[src/rtl/lfsr_gen_if.sv]
// lfsr_gen_if: control/status bundle between the controlling FSM (master)
// and the lfsr_gen register (slave). clk and rst_n stay plain ports on the
// design. WIDTH and CNT_W must match the parameters of the attached lfsr_gen.
interface lfsr_gen_if #(
  parameter int WIDTH = 8,
  parameter int CNT_W = 8
);
  logic             lfsr_init;
  logic [WIDTH-1:0] lfsr_tab;
  logic [WIDTH-1:0] lfsr_init_state;
  logic             mode;
  logic             lfsr_en;
  logic             run_start;
  logic [CNT_W-1:0] run_len;
  logic             busy;
  logic             done;
  logic             lockup;
  logic [WIDTH-1:0] state_o;
  logic             bit_o;

  modport master (
    output lfsr_init, lfsr_tab, lfsr_init_state, mode, lfsr_en, run_start, run_len,
    input  busy, done, lockup, state_o, bit_o
  );

  modport slave (
    input  lfsr_init, lfsr_tab, lfsr_init_state, mode, lfsr_en, run_start, run_len,
    output busy, done, lockup, state_o, bit_o
  );
endinterface

[src/rtl/lfsr_gen.sv]
// lfsr_gen: parametrised LFSR with Fibonacci/Galois feedback, single-step
// and counted multi-step run with a busy/done handshake.
// Optional feature: define LFSR_GEN_LOCKUP_RECOVER_EN to reload SEED when a
// shift is due from the all-zero state and raise the sticky lockup flag.
// Without it, all-zero is a fixed point and lockup is always 0.
module lfsr_gen #(
  parameter int               WIDTH = 8,
  parameter int               CNT_W = 8,
  parameter logic [WIDTH-1:0] SEED  = {{(WIDTH-1){1'b0}}, 1'b1}
) (
  input  logic       clk,
  input  logic       rst_n,
  lfsr_gen_if.slave  bus
);

`ifdef LFSR_GEN_LOCKUP_RECOVER_EN
  localparam bit RECOVER_EN = 1'b1;
`else
  localparam bit RECOVER_EN = 1'b0;
`endif

  typedef enum logic [1:0] {
    IDLE = 2'd0,
    RUN  = 2'd1,
    DONE = 2'd2
  } state_t;

  state_t           fsm_q, fsm_d;
  logic [WIDTH-1:0] lfsr_q, lfsr_d;
  logic [WIDTH-1:0] taps_q, taps_d;
  logic             mode_q, mode_d;
  logic [CNT_W-1:0] cnt_q, cnt_d;
  logic             lockup_q, lockup_d;

  logic [WIDTH-1:0] fib_next;
  logic [WIDTH-1:0] gal_next;
  logic [WIDTH-1:0] shift_next;
  logic             do_shift;

  // Candidate successor of the current register under the latched taps/mode.
  always_comb begin
    fib_next   = {^(lfsr_q & taps_q), lfsr_q[WIDTH-1:1]};
    gal_next   = (lfsr_q >> 1) ^ (lfsr_q[0] ? taps_q : '0);
    shift_next = mode_q ? gal_next : fib_next;
  end

  // Next-state logic: init wins over everything, then the FSM decides
  // whether this edge shifts; a due shift from all-zero may recover to SEED.
  always_comb begin
    fsm_d    = fsm_q;
    lfsr_d   = lfsr_q;
    taps_d   = taps_q;
    mode_d   = mode_q;
    cnt_d    = cnt_q;
    lockup_d = lockup_q;
    do_shift = 1'b0;

    if (bus.lfsr_init) begin
      lfsr_d   = bus.lfsr_init_state;
      taps_d   = bus.lfsr_tab;
      mode_d   = bus.mode;
      cnt_d    = '0;
      lockup_d = 1'b0;
      fsm_d    = IDLE;
    end else begin
      case (fsm_q)
        IDLE: begin
          if (bus.run_start) begin
            if (bus.run_len == '0) begin
              fsm_d = DONE;
            end else begin
              cnt_d = bus.run_len;
              fsm_d = RUN;
            end
          end else if (bus.lfsr_en) begin
            do_shift = 1'b1;
          end
        end
        RUN: begin
          do_shift = 1'b1;
          cnt_d    = cnt_q - CNT_W'(1);
          if (cnt_q == CNT_W'(1)) begin
            fsm_d = DONE;
          end
        end
        DONE: begin
          fsm_d = IDLE;
        end
        default: begin
          fsm_d = IDLE;
        end
      endcase

      if (do_shift) begin
        if (RECOVER_EN && (lfsr_q == '0)) begin
          lfsr_d   = SEED;
          lockup_d = 1'b1;
        end else begin
          lfsr_d = shift_next;
        end
      end
    end
  end

  // State registers with asynchronous active-low reset.
  always_ff @(posedge clk or negedge rst_n) begin
    if (!rst_n) begin
      fsm_q    <= IDLE;
      lfsr_q   <= SEED;
      taps_q   <= '0;
      mode_q   <= 1'b0;
      cnt_q    <= '0;
      lockup_q <= 1'b0;
    end else begin
      fsm_q    <= fsm_d;
      lfsr_q   <= lfsr_d;
      taps_q   <= taps_d;
      mode_q   <= mode_d;
      cnt_q    <= cnt_d;
      lockup_q <= lockup_d;
    end
  end

  assign bus.busy    = (fsm_q == RUN);
  assign bus.done    = (fsm_q == DONE);
  assign bus.lockup  = lockup_q;
  assign bus.state_o = lfsr_q;
  assign bus.bit_o   = lfsr_q[0];

endmodule

[src/flat_wrapper.sv]
// flat-port wrapper written by rule: the top's interface ports become plain ports
module lfsr_gen_flat 
#(
  parameter int               WIDTH = 8,
  parameter int               CNT_W = 8,
  parameter logic [WIDTH-1:0] SEED  = {{(WIDTH-1){1'b0}}, 1'b1}
)
  (clk, rst_n, bus_lfsr_init, bus_lfsr_tab, bus_lfsr_init_state, bus_mode, bus_lfsr_en, bus_run_start, bus_run_len, bus_busy, bus_done, bus_lockup, bus_state_o, bus_bit_o);
  lfsr_gen_if #(.WIDTH(WIDTH), .CNT_W(CNT_W)) bus_i ();
  input  logic clk;
  input  logic rst_n;
  input wire logic [$bits(bus_i.lfsr_init)-1:0] bus_lfsr_init;
  input wire logic [$bits(bus_i.lfsr_tab)-1:0] bus_lfsr_tab;
  input wire logic [$bits(bus_i.lfsr_init_state)-1:0] bus_lfsr_init_state;
  input wire logic [$bits(bus_i.mode)-1:0] bus_mode;
  input wire logic [$bits(bus_i.lfsr_en)-1:0] bus_lfsr_en;
  input wire logic [$bits(bus_i.run_start)-1:0] bus_run_start;
  input wire logic [$bits(bus_i.run_len)-1:0] bus_run_len;
  output wire logic [$bits(bus_i.busy)-1:0] bus_busy;
  output wire logic [$bits(bus_i.done)-1:0] bus_done;
  output wire logic [$bits(bus_i.lockup)-1:0] bus_lockup;
  output wire logic [$bits(bus_i.state_o)-1:0] bus_state_o;
  output wire logic [$bits(bus_i.bit_o)-1:0] bus_bit_o;
  assign bus_i.lfsr_init = bus_lfsr_init;
  assign bus_i.lfsr_tab = bus_lfsr_tab;
  assign bus_i.lfsr_init_state = bus_lfsr_init_state;
  assign bus_i.mode = bus_mode;
  assign bus_i.lfsr_en = bus_lfsr_en;
  assign bus_i.run_start = bus_run_start;
  assign bus_i.run_len = bus_run_len;
  assign bus_busy = bus_i.busy;
  assign bus_done = bus_i.done;
  assign bus_lockup = bus_i.lockup;
  assign bus_state_o = bus_i.state_o;
  assign bus_bit_o = bus_i.bit_o;
  lfsr_gen #(.WIDTH(WIDTH), .CNT_W(CNT_W), .SEED(SEED)) u_core (.clk(clk), .rst_n(rst_n), .bus(bus_i));
endmodule
[config.mk]
export PLATFORM = sky130hd
export DESIGN_NAME = lfsr_gen_flat
export DESIGN_NICKNAME = d
export VERILOG_FILES = /design/src/rtl/lfsr_gen_if.sv /design/src/rtl/lfsr_gen.sv /design/src/flat_wrapper.sv
export SDC_FILE = /design/constraint.sdc
export NUM_CORES = 1
export LEC_CHECK = 0
export ABC_CLOCK_PERIOD_IN_PS = 1300
export CAP_MARGIN = 5
export CORE_MARGIN = 4
export CORE_UTILIZATION = 35
export CTS_CLUSTER_SIZE = 16
export DETAILED_ROUTE_END_ITERATION = 16
export SKIP_LAST_GASP = 1
export SLEW_MARGIN = 20
export SYNTH_ARGS = -nofsm -noshare
export SYNTH_HDL_FRONTEND = slang
export SYNTH_SLANG_ARGS = --single-unit
[constraint.sdc]
create_clock -name clk -period 1.3 [get_ports clk]
set_input_delay 0.325 -clock clk [delete_from_list [all_inputs] [get_ports clk]]
set_output_delay 0.325 -clock clk [all_outputs]
set_load 0.005 [all_outputs]
==> impl_metrics.tcl, run 1 <==
set metrics [dict create \
    cts_max_path_buffers 2 \
    clkLatencyLatePin_ns 0.28 \
    dr.pass1.iters 4 \
    io_pins 42 \
    ys.flop_type "dfrtp_1" \
    rsz0062_at_grt "true" \
    p_leak_uw 0.001231 \
    nets 295 \
    layout-drive-gt1-share_pct 50.38 \
    synth_area_um2 1658 \
    root_buffer "clkbuf_8" \
    cp_cell_sequence "buf_6 > buf_6 > nor2b_4 > buf_2" \
    avgSynthCellArea_um2 9.695 \
    final_common_cell "buf_4" \
    cts_tree "done" \
    initial_core_util_pct 37.05 \
    status "finished, violations left" \
    maxCapViolations 0 \
    grt_use_total_pct 15.73 \
    finalSetupViolations 18 \
    hold_viol 0 \
    max-vdd-ir-drop_uv 561.1 \
    crit_path_max_fanout 2 \
    antenna_cells 0 \
    area_growth_pct 70.79 \
    cts_buffers 3 \
    post-route-period-util_pct 114.2 \
    path_common_cell "buf_6" \
    final_cell_count_no_fill 314 \
    synth_edf_count 0 \
    grt_pass1_vias 1574 \
    grt_pass1_wl_um 7610 \
    layout_common_cells "buf_4, dfrtp_1, clkdlybuf4s50_1" \
    place_congestion 0.8377 \
    syn_nets 203 \
    placed_cells 285 \
    dpl.hpwl_um 3336 \
    avgViaCountPerCell 5.013 \
    path_class "flip-flop to output port" \
    period_needed_ns 1.485 \
    cts_max_level 1 \
    critPathMaxStageDelay_ns 0.42 \
    antenna_found_initial 0 \
    ys_ff_latch 27 \
    ys_warn_count 0 \
    row_count 24 \
    fin_ws_ns -0.1846 \
    powerDensity_nw_per_um2 1161 \
    synthCells 171 \
    avgRoutedWirePerCell_um 14.95 \
    path_clk_slew_ns 0.10 \
    overflow 0 \
    fp.dieArea_um2 5902 \
    endpoint_kind "output port" \
    ant_nets 0 \
    fmax_ghz 0.6736 \
    vias 1574 \
    dp_slack_ns -0.6210 \
    worstSetupStartpointType "flip-flop" \
    fill_cells 373 \
    synth-seq-area-share_pct 40.83 \
    die_w_um 76.83 \
    drt_wl_total_um 4695 \
    power_uw 3287 \
    synth_cell_types 38 \
    drc 0 \
    cts.sinks 27 \
    drv_slew 0 \
    finClkSkew_ns 0.002299 \
    critPathSlowestCell "dfrtp_1" \
    first_iter_violations 75 \
    die_h_um 76.83 \
    required_ns 0.98 \
    violations "negative setup slack" \
    coreArea_um2 4474 \
    worstHoldPathType "input pin to flip-flop" \
    io_buffers 40 \
    worst-endpoint-arrival_ns 1.16 \
    synthArstFlopShare_pct 100.0 \
    grt_max_degree 28 \
]
==> cells by family after synthesis <==
kind of cell | Yosys count | synth area share (%)
simple gates | 52 | 15.32
compound gates | 40 | 18.64
flops | 27 | 40.83
buf+inv | 18 | 5.131
mux | 17 | 10.94
xor+xnor | 14 | 7.396
fa+ha+maj | 2 | 1.509
other cells | 1 | 0.2262
==> path summary, 6_finish.rpt <==
path	end	start	cells past startpoint	slack, ns
max in group asynchronous	u_core.bus.state_o[0]$_DFFE_PN1P_	rst_n	2	0.69
min in group asynchronous	u_core.cnt_q[1]$_DFFE_PN0P_	rst_n	2	0.38
setup reg to reg	u_core.bus.state_o[7]$_DFFE_PN0P_	u_core.bus.state_o[0]$_DFFE_PN1P_	6	-0.15
hold reg to reg	u_core.taps_q[7]$_DFFE_PN0P_	u_core.taps_q[7]$_DFFE_PN0P_	1	0.56
hold / removal	u_core.cnt_q[4]$_DFFE_PN0P_	bus_run_len[4]	3	0.37
setup / recovery	bus_done	u_core.fsm_q[1]$_DFFE_PN0P_	4	-0.18
==> report_power, final <==
group          internal [µW]  total [µW]  switching [µW]
clock                    219         521             302
combinational            949        1680             729
sequential               985        1090             104
total                   2150        3290            1140
==> state kept, by name (all words and copies together), names as in the netlist <==
register and count:
u_core.taps_q 8, u_core.cnt_q 8, u_core.fsm_q 2, u_core.bus.state_o 8, u_core.mode_q 1
==> through the flow <==
step / instance area (µm²) / utilization, % / setup TNS (ns) / hold WS [ns]
2_1_floorplan: 1658 / - / 0 / 0.02941
3_3_place_gp: 2367 / 52.91 / -10.35 / 0.4892
3_5_place_dp: 2367 / 52.91 / -11.36 / 0.5110
4_1_cts: 2580 / 57.66 / -1.180 / 0.3643
5_1_grt: 2831 / 63.28 / -2.355 / 0.3844
6_report: 2831 / 63.28 / -1.083 / 0.3700
==> synth_stat cells, types with 2 or more instances <==
library cell | count | area, µm²
a21oi_1 | 11 | 55.05
mux2i_1 | 8 | 80.08
xnor2_1 | 12 | 105.1
buf_2 | 5 | 25.02
xor2_1 | 2 | 17.52
a21boi_0 | 3 | 22.52
nor2b_1 | 3 | 18.77
nand3_1 | 3 | 15.01
nor3_1 | 4 | 20.02
nor4_2 | 3 | 37.54
o2bb2ai_1 | 2 | 17.52
mux2_2 | 9 | 101.4
o21ai_1 | 3 | 15.01
o21ai_0 | 9 | 45.04
nand2b_1 | 2 | 12.51
ha_1 | 2 | 25.02
nor2_1 | 7 | 26.28
o32ai_2 | 3 | 48.80
nand2_1 | 26 | 97.59
a22oi_1 | 2 | 15.01
inv_1 | 8 | 30.03
dfrtp_1 | 26 | 650.6
buf_4 | 3 | 22.52
==> cell type report <==
type                       count  area [µm²]  share of cell area [%]
clock buffer                   3       41.29                   1.458
clock inverter                 1       7.507                  0.2651
inverter                       9       36.28                   1.281
multi-input combinational    126        1105                   39.02
sequential                    27       678.2                   23.95
tap                           52       65.06                   2.298
timing repair buffer          96       898.4                   31.73
==> routing by layer <==
metal	share of wire [%]	track usage [%]
met3	2.3	1.522
met5	0	0
met4	0.81	4.348
met1	44	20.94
met2	53	27.09
==> critical path: cells and delay by family (launching register included) <==
kind          cells  cell delay, ns
simple gates      1            0.11
buf+inv           3            0.35
flops             1            0.42
==> timing repair <==
item	4_1_cts	5_1_grt
setup endpoints to repair	29	30
pin swaps	17	13
hold buffers	0	0
resized for setup	80	48
gates cloned	0	1
setup buffers	18	8
Note: power is estimated with default switching activity, not from simulation.
==> inputs of run 2 (changes only) <==
CORE_ASPECT_RATIO = 1.4   (was unset)
==> impl_metrics.tcl, run 2 (synthesis gave the netlist of run 1 again) <==
set metrics [dict create \
    maxCapViolations 0 \
    required_ns 1.48 \
    final_common_cell "buf_4" \
    path_class "flip-flop to flip-flop" \
    powerDensity_nw_per_um2 1172 \
    drv_slew 0 \
    fp.dieArea_um2 5917 \
    dr.pass1.iters 4 \
    status "finished, violations left" \
    coreArea_um2 4572 \
    violations "negative setup slack" \
    endpoint_kind "flip-flop" \
    dpl.hpwl_um 3229 \
    rsz0062_at_grt "true" \
    hold_viol 0 \
    critPathSlowestCell "dfstp_2" \
    finalSetupViolations 18 \
    antenna_cells 0 \
    cpLargestDelayFamily "flip-flops" \
    layout_common_cells "buf_4, dfrtp_1, nand2_1" \
    critPathMaxStageDelay_ns 0.56 \
    grt_max_degree 28 \
    cts_tree "done" \
    drc 0 \
    cts_max_level 1 \
    worstHoldPathType "input pin to flip-flop" \
    vias 1647 \
    dp_slack_ns -0.6255 \
    cts_hold_buf 0 \
    crit_path_max_fanout 3 \
    io_pins 42 \
    antenna_found_initial 0 \
    avgViaCountPerCell 4.976 \
    die_w_um 66.17 \
    worst-endpoint-arrival_ns 1.70 \
    area_growth_pct 69.51 \
    grt_pass1_vias 1724 \
    cts.sinks 27 \
    path_clk_slew_ns 0.10 \
    placed_cells 300 \
    p_leak_uw 0.001245 \
    ant_nets 0 \
    worstSetupStartpointType "flip-flop" \
    timing.critical_path.buf_inv 2 \
    avgRoutedWirePerCell_um 14.38 \
    post-route-period-util_pct 117.0 \
    setup_tns_ns -2.243 \
    grt_use_total_pct 16.64 \
    first_iter_violations 38 \
    finClkSkew_ns 0.008606 \
    overflow 0 \
    root_buffer "clkbuf_8" \
    place_congestion 0.8587 \
    grt_pass1_wl_um 7596 \
    io_buffers 40 \
    cts_max_path_buffers 2 \
    fin_ws_ns -0.2209 \
    cp_cell_sequence "buf_6 > buf_6 > nand2_2 > xor2_1 > xnor2_1 > xnor2_1 > o41ai_2" \
    fmax_ghz 0.6575 \
    period_needed_ns 1.521 \
    max-vdd-ir-drop_uv 916.8 \
    cts_buffers 3 \
    whs_ns 0.3403 \
    die_h_um 89.43 \
    clkLatencyLatePin_ns 0.27 \
    initial_core_util_pct 36.26 \
    final_cell_count_no_fill 331 \
    drt_wl_total_um 4759 \
    nets 302 \
    row_count 29 \
    layout-drive-gt1-share_pct 47.21 \
]
-- run 2: changes by cell type in the layout (fill, tap and decap cells not counted), sizes merged --
cell,previous run,this run
clkdlybuf4s50,20,19
dlygate4sd2,5,4
clkbuf,7,5
buf,63,72
clkinvlp,1,0
clkdlybuf4s15,4,7
-- run 2: what timing repair did --
item,in CTS,in global routing
setup buffers,22,5
gates resized for setup,91,27
cloned,0,1
pin swaps,18,9
endpoints found under the setup margin,38,25
-- run 2: worst reg2reg max path, delay by kind of cell (launching register included) --
family | cells | cell delay (ns)
flops | 1 | 0.56
simple gates | 1 | 0.04
xor+xnor | 3 | 0.45
compound gates | 1 | 0.19
buf+inv | 2 | 0.19
-- run 2: worst paths after layout --
| kind | start | endpoint | slack (ns) | cells after the start |
|---|---|---|---|---|
| worst max register to register | u_core.bus.state_o[0]$_DFFE_PN1P_ | u_core.bus.state_o[7]$_DFFE_PN0P_ | -0.22 | 7 |
| min in group asynchronous | rst_n | u_core.taps_q[5]$_DFFE_PN0P_ | 0.39 | 2 |
| max in group asynchronous | rst_n | u_core.bus.state_o[0]$_DFFE_PN1P_ | 0.67 | 2 |
| worst min-delay path | bus_run_len[2] | u_core.cnt_q[2]$_DFFE_PN0P_ | 0.34 | 3 |
| worst min register to register | u_core.taps_q[7]$_DFFE_PN0P_ | u_core.taps_q[7]$_DFFE_PN0P_ | 0.56 | 1 |
| worst max-delay path | u_core.bus.state_o[0]$_DFFE_PN1P_ | u_core.bus.state_o[7]$_DFFE_PN0P_ | -0.22 | 7 |
-- run 2: per-layer routing --
| layer | vias up | wire [µm] | global-route usage [%] |
|---|---|---|---|
| li1 | 787 | - | - |
| met5 | - | 0 | 0 |
| met4 | 0 | 123 | 6.839 |
| met3 | 12 | 200 | 2.264 |
| met2 | 52 | 2661 | 31.62 |
| met1 | 796 | 1773 | 18.22 |
-- run 2: metrics by stage --
stage / instance area (µm²) / util, % / total power [µW]
3_3_place_gp: 2380 / 52.05 / 2414
2_1_floorplan: 1658 / - / 1786
4_1_cts: 2666 / 58.32 / 3156
5_1_grt: 2810 / 61.47 / 3507
3_5_place_dp: 2380 / 52.05 / 2421
6_report: 2810 / 61.47 / 3293
-- run 2: where the power goes --
part / switching [µW] / total, µW / internal, µW
registers: 123 / 1110 / 984
clock network: 268 / 487 / 220
logic: 710 / 1700 / 989
-- run 2: final cells by class --
cell class | count | area (µm²)
well taps | 62 | 77.57
inverters | 9 | 33.78
flip-flops and latches | 27 | 676.9
multi-input cells | 126 | 1049
clock buffers | 4 | 45.04
fillers | 413 | 1762
repair buffers | 103 | 928.4
==> inputs of run 3 (changes only) <==
CORE_UTILIZATION = 44   (was 35)
PLACE_DENSITY = 0.76   (was unset)
==> impl_metrics.tcl, run 3 (synthesis gave the netlist of run 1 again) <==
set metrics [dict create \
    root_buffer "clkbuf_8" \
    row_count 26 \
    fin_ws_ns -0.3062 \
    finClkSkew_ns 0.003359 \
    finalSetupViolations 21 \
    worstSetupStartpointType "flip-flop" \
    nets 302 \
    p_leak_uw 0.001292 \
    die_w_um 59.88 \
    dr_wl_met2_um 3202 \
    regToRegSetupSlack_ns -0.31 \
    p_int_uw 2235 \
    critPathMaxStageDelay_ns 0.55 \
    clkLatencyLatePin_ns 0.28 \
    cts_max_level 1 \
    final_common_cell "buf_4" \
    place_congestion 0.8718 \
    layout-drive-gt1-share_pct 53.90 \
    required_ns 1.48 \
    fmax_ghz 0.6226 \
    avgRoutedWirePerCell_um 18.11 \
    overflow 0 \
    cts_tree "done" \
    cts_max_path_buffers 2 \
    rsz0062_at_grt "true" \
    worstHoldPathType "input pin to async pin" \
    grt_pass1_wl_um 7935 \
    die_h_um 80.63 \
    max-vdd-ir-drop_uv 1202 \
    dr.pass1.iters 4 \
    endpoint_kind "flip-flop" \
    period_needed_ns 1.606 \
    path_class "flip-flop to flip-flop" \
    placed_cells 276 \
    post-route-period-util_pct 123.6 \
    p_switching_uw 1275 \
    final_cell_count_no_fill 311 \
    antenna_cells 0 \
    vias 1683 \
    drt_wl_total_um 5633 \
    first_iter_violations 79 \
    wl_met3_um 228 \
    pwr-share-comb_pct 54.7 \
    critPathSlowestCell "dfstp_2" \
    worst-endpoint-arrival_ns 1.78 \
    power_uw 3510 \
    layout_common_cells "buf_4, dfrtp_1, clkdlybuf4s50_1" \
    powerDensity_nw_per_um2 1218 \
    path_common_cell "buf_6" \
    area_growth_pct 73.89 \
    avgViaCountPerCell 5.412 \
    initial_core_util_pct 45.50 \
    maxCapViolations 0 \
    violations "negative setup slack" \
    p_sw_share_pct 36.33 \
    dpl.hpwl_um 3130 \
    dp_slack_ns -0.5898 \
    hold_viol 0 \
    io_buffers 40 \
    fin_util_pct 79.12 \
    p_clk_share_pct 14.2 \
    path_clk_slew_ns 0.10 \
    crit_path_max_fanout 3 \
    cts_buffers 3 \
    grt_use_total_pct 21.98 \
    cts.sinks 27 \
    grt_pass1_vias 1737 \
    cp_cell_sequence "buf_6 > buf_6 > nand2_4 > xor2_2 > xnor2_2 > xnor2_1 > o41ai_2" \
    top_layer_used "met4" \
    antenna_found_initial 0 \
    fp.dieArea_um2 4828 \
    ant_nets 0 \
    drc 0 \
    drv_slew 0 \
    status "finished, violations left" \
    drt-met1-wl_um 1882 \
    grt_max_degree 28 \
    seqPwrFrac_pct 31.0 \
    coreArea_um2 3643 \
    io_pins 42 \
]
-- run 3: changes by cell type in the layout (fill, tap and decap cells not counted), sizes merged --
cell,previous run,this run
clkbuf,5,7
clkinv,0,1
clkdlybuf4s50,19,20
dlygate4sd2,4,5
buf,72,67
-- run 3: repair_timing --
item                                   4_1_cts  5_1_grt
endpoints found under the hold margin        0        0
hold buffers                                 0        0
setup buffers                               25       13
pin swaps                                   23       28
cloned                                       1        0
setup endpoints to repair                   29       26
resized for setup                           98       41
-- run 3: worst paths after layout --
path / endpoint / from / cells past startpoint
max: u_core.bus.state_o[7]$_DFFE_PN0P_ / u_core.bus.state_o[0]$_DFFE_PN1P_ / 7
min: u_core.cnt_q[2]$_DFFE_PN0P_ / rst_n / 2
max reg2reg: u_core.bus.state_o[7]$_DFFE_PN0P_ / u_core.bus.state_o[0]$_DFFE_PN1P_ / 7
min reg2reg: u_core.taps_q[3]$_DFFE_PN0P_ / u_core.taps_q[3]$_DFFE_PN0P_ / 1
max in group asynchronous: u_core.bus.state_o[0]$_DFFE_PN1P_ / rst_n / 2
min in group clk: u_core.cnt_q[7]$_DFFE_PN0P_ / bus_run_len[7] / 4
-- run 3: metal layers --
layer	track usage, %	up-vias
met5	0	-
met4	9.978	0
met3	2.251	27
met2	42.97	72
met1	21.98	797
li1	-	787
-- run 3: layout make-up --
class / instances / area, µm²
multi-input cells: 126 / 1145
repair buffers: 103 / 924.6
fillers: 233 / 760.7
well taps: 42 / 52.55
inverters: 9 / 36.28
clock buffers: 3 / 41.29
clock inverters: 1 / 5.005
flip-flops and latches: 27 / 678.2
-- run 3: worst max-delay path: cells and delay by family (launching register included) --
kind | cells | cell delay [ns]
buf+inv | 2 | 0.19
xor+xnor | 3 | 0.47
compound gates | 1 | 0.25
flops | 1 | 0.55
simple gates | 1 | 0.05
-- run 3: stage by stage --
stage | instance area [µm²] | hold WS [ns] | TNS [ns]
after floorplan | 1658 | 0.02941 | 0
after global placement | 2337 | 0.4948 | -10.00
after detailed placement | 2337 | 0.5020 | -10.75
after CTS | 2741 | 0.4004 | -2.557
after global routing | 2883 | 0.4002 | -4.560
final | 2883 | 0.3919 | -3.459
-- run 3: power by group through the flow --
stage / Sequential [µW] / Combinational, µW / Clock (µW)
after CTS: 1080 / 1650 / 504
final: 1090 / 1920 / 500
after global routing: 1100 / 2040 / 537
after detailed placement: 1140 / 1290 / 0
after global placement: 1130 / 1250 / 0
after floorplan: 1130 / 659 / 0
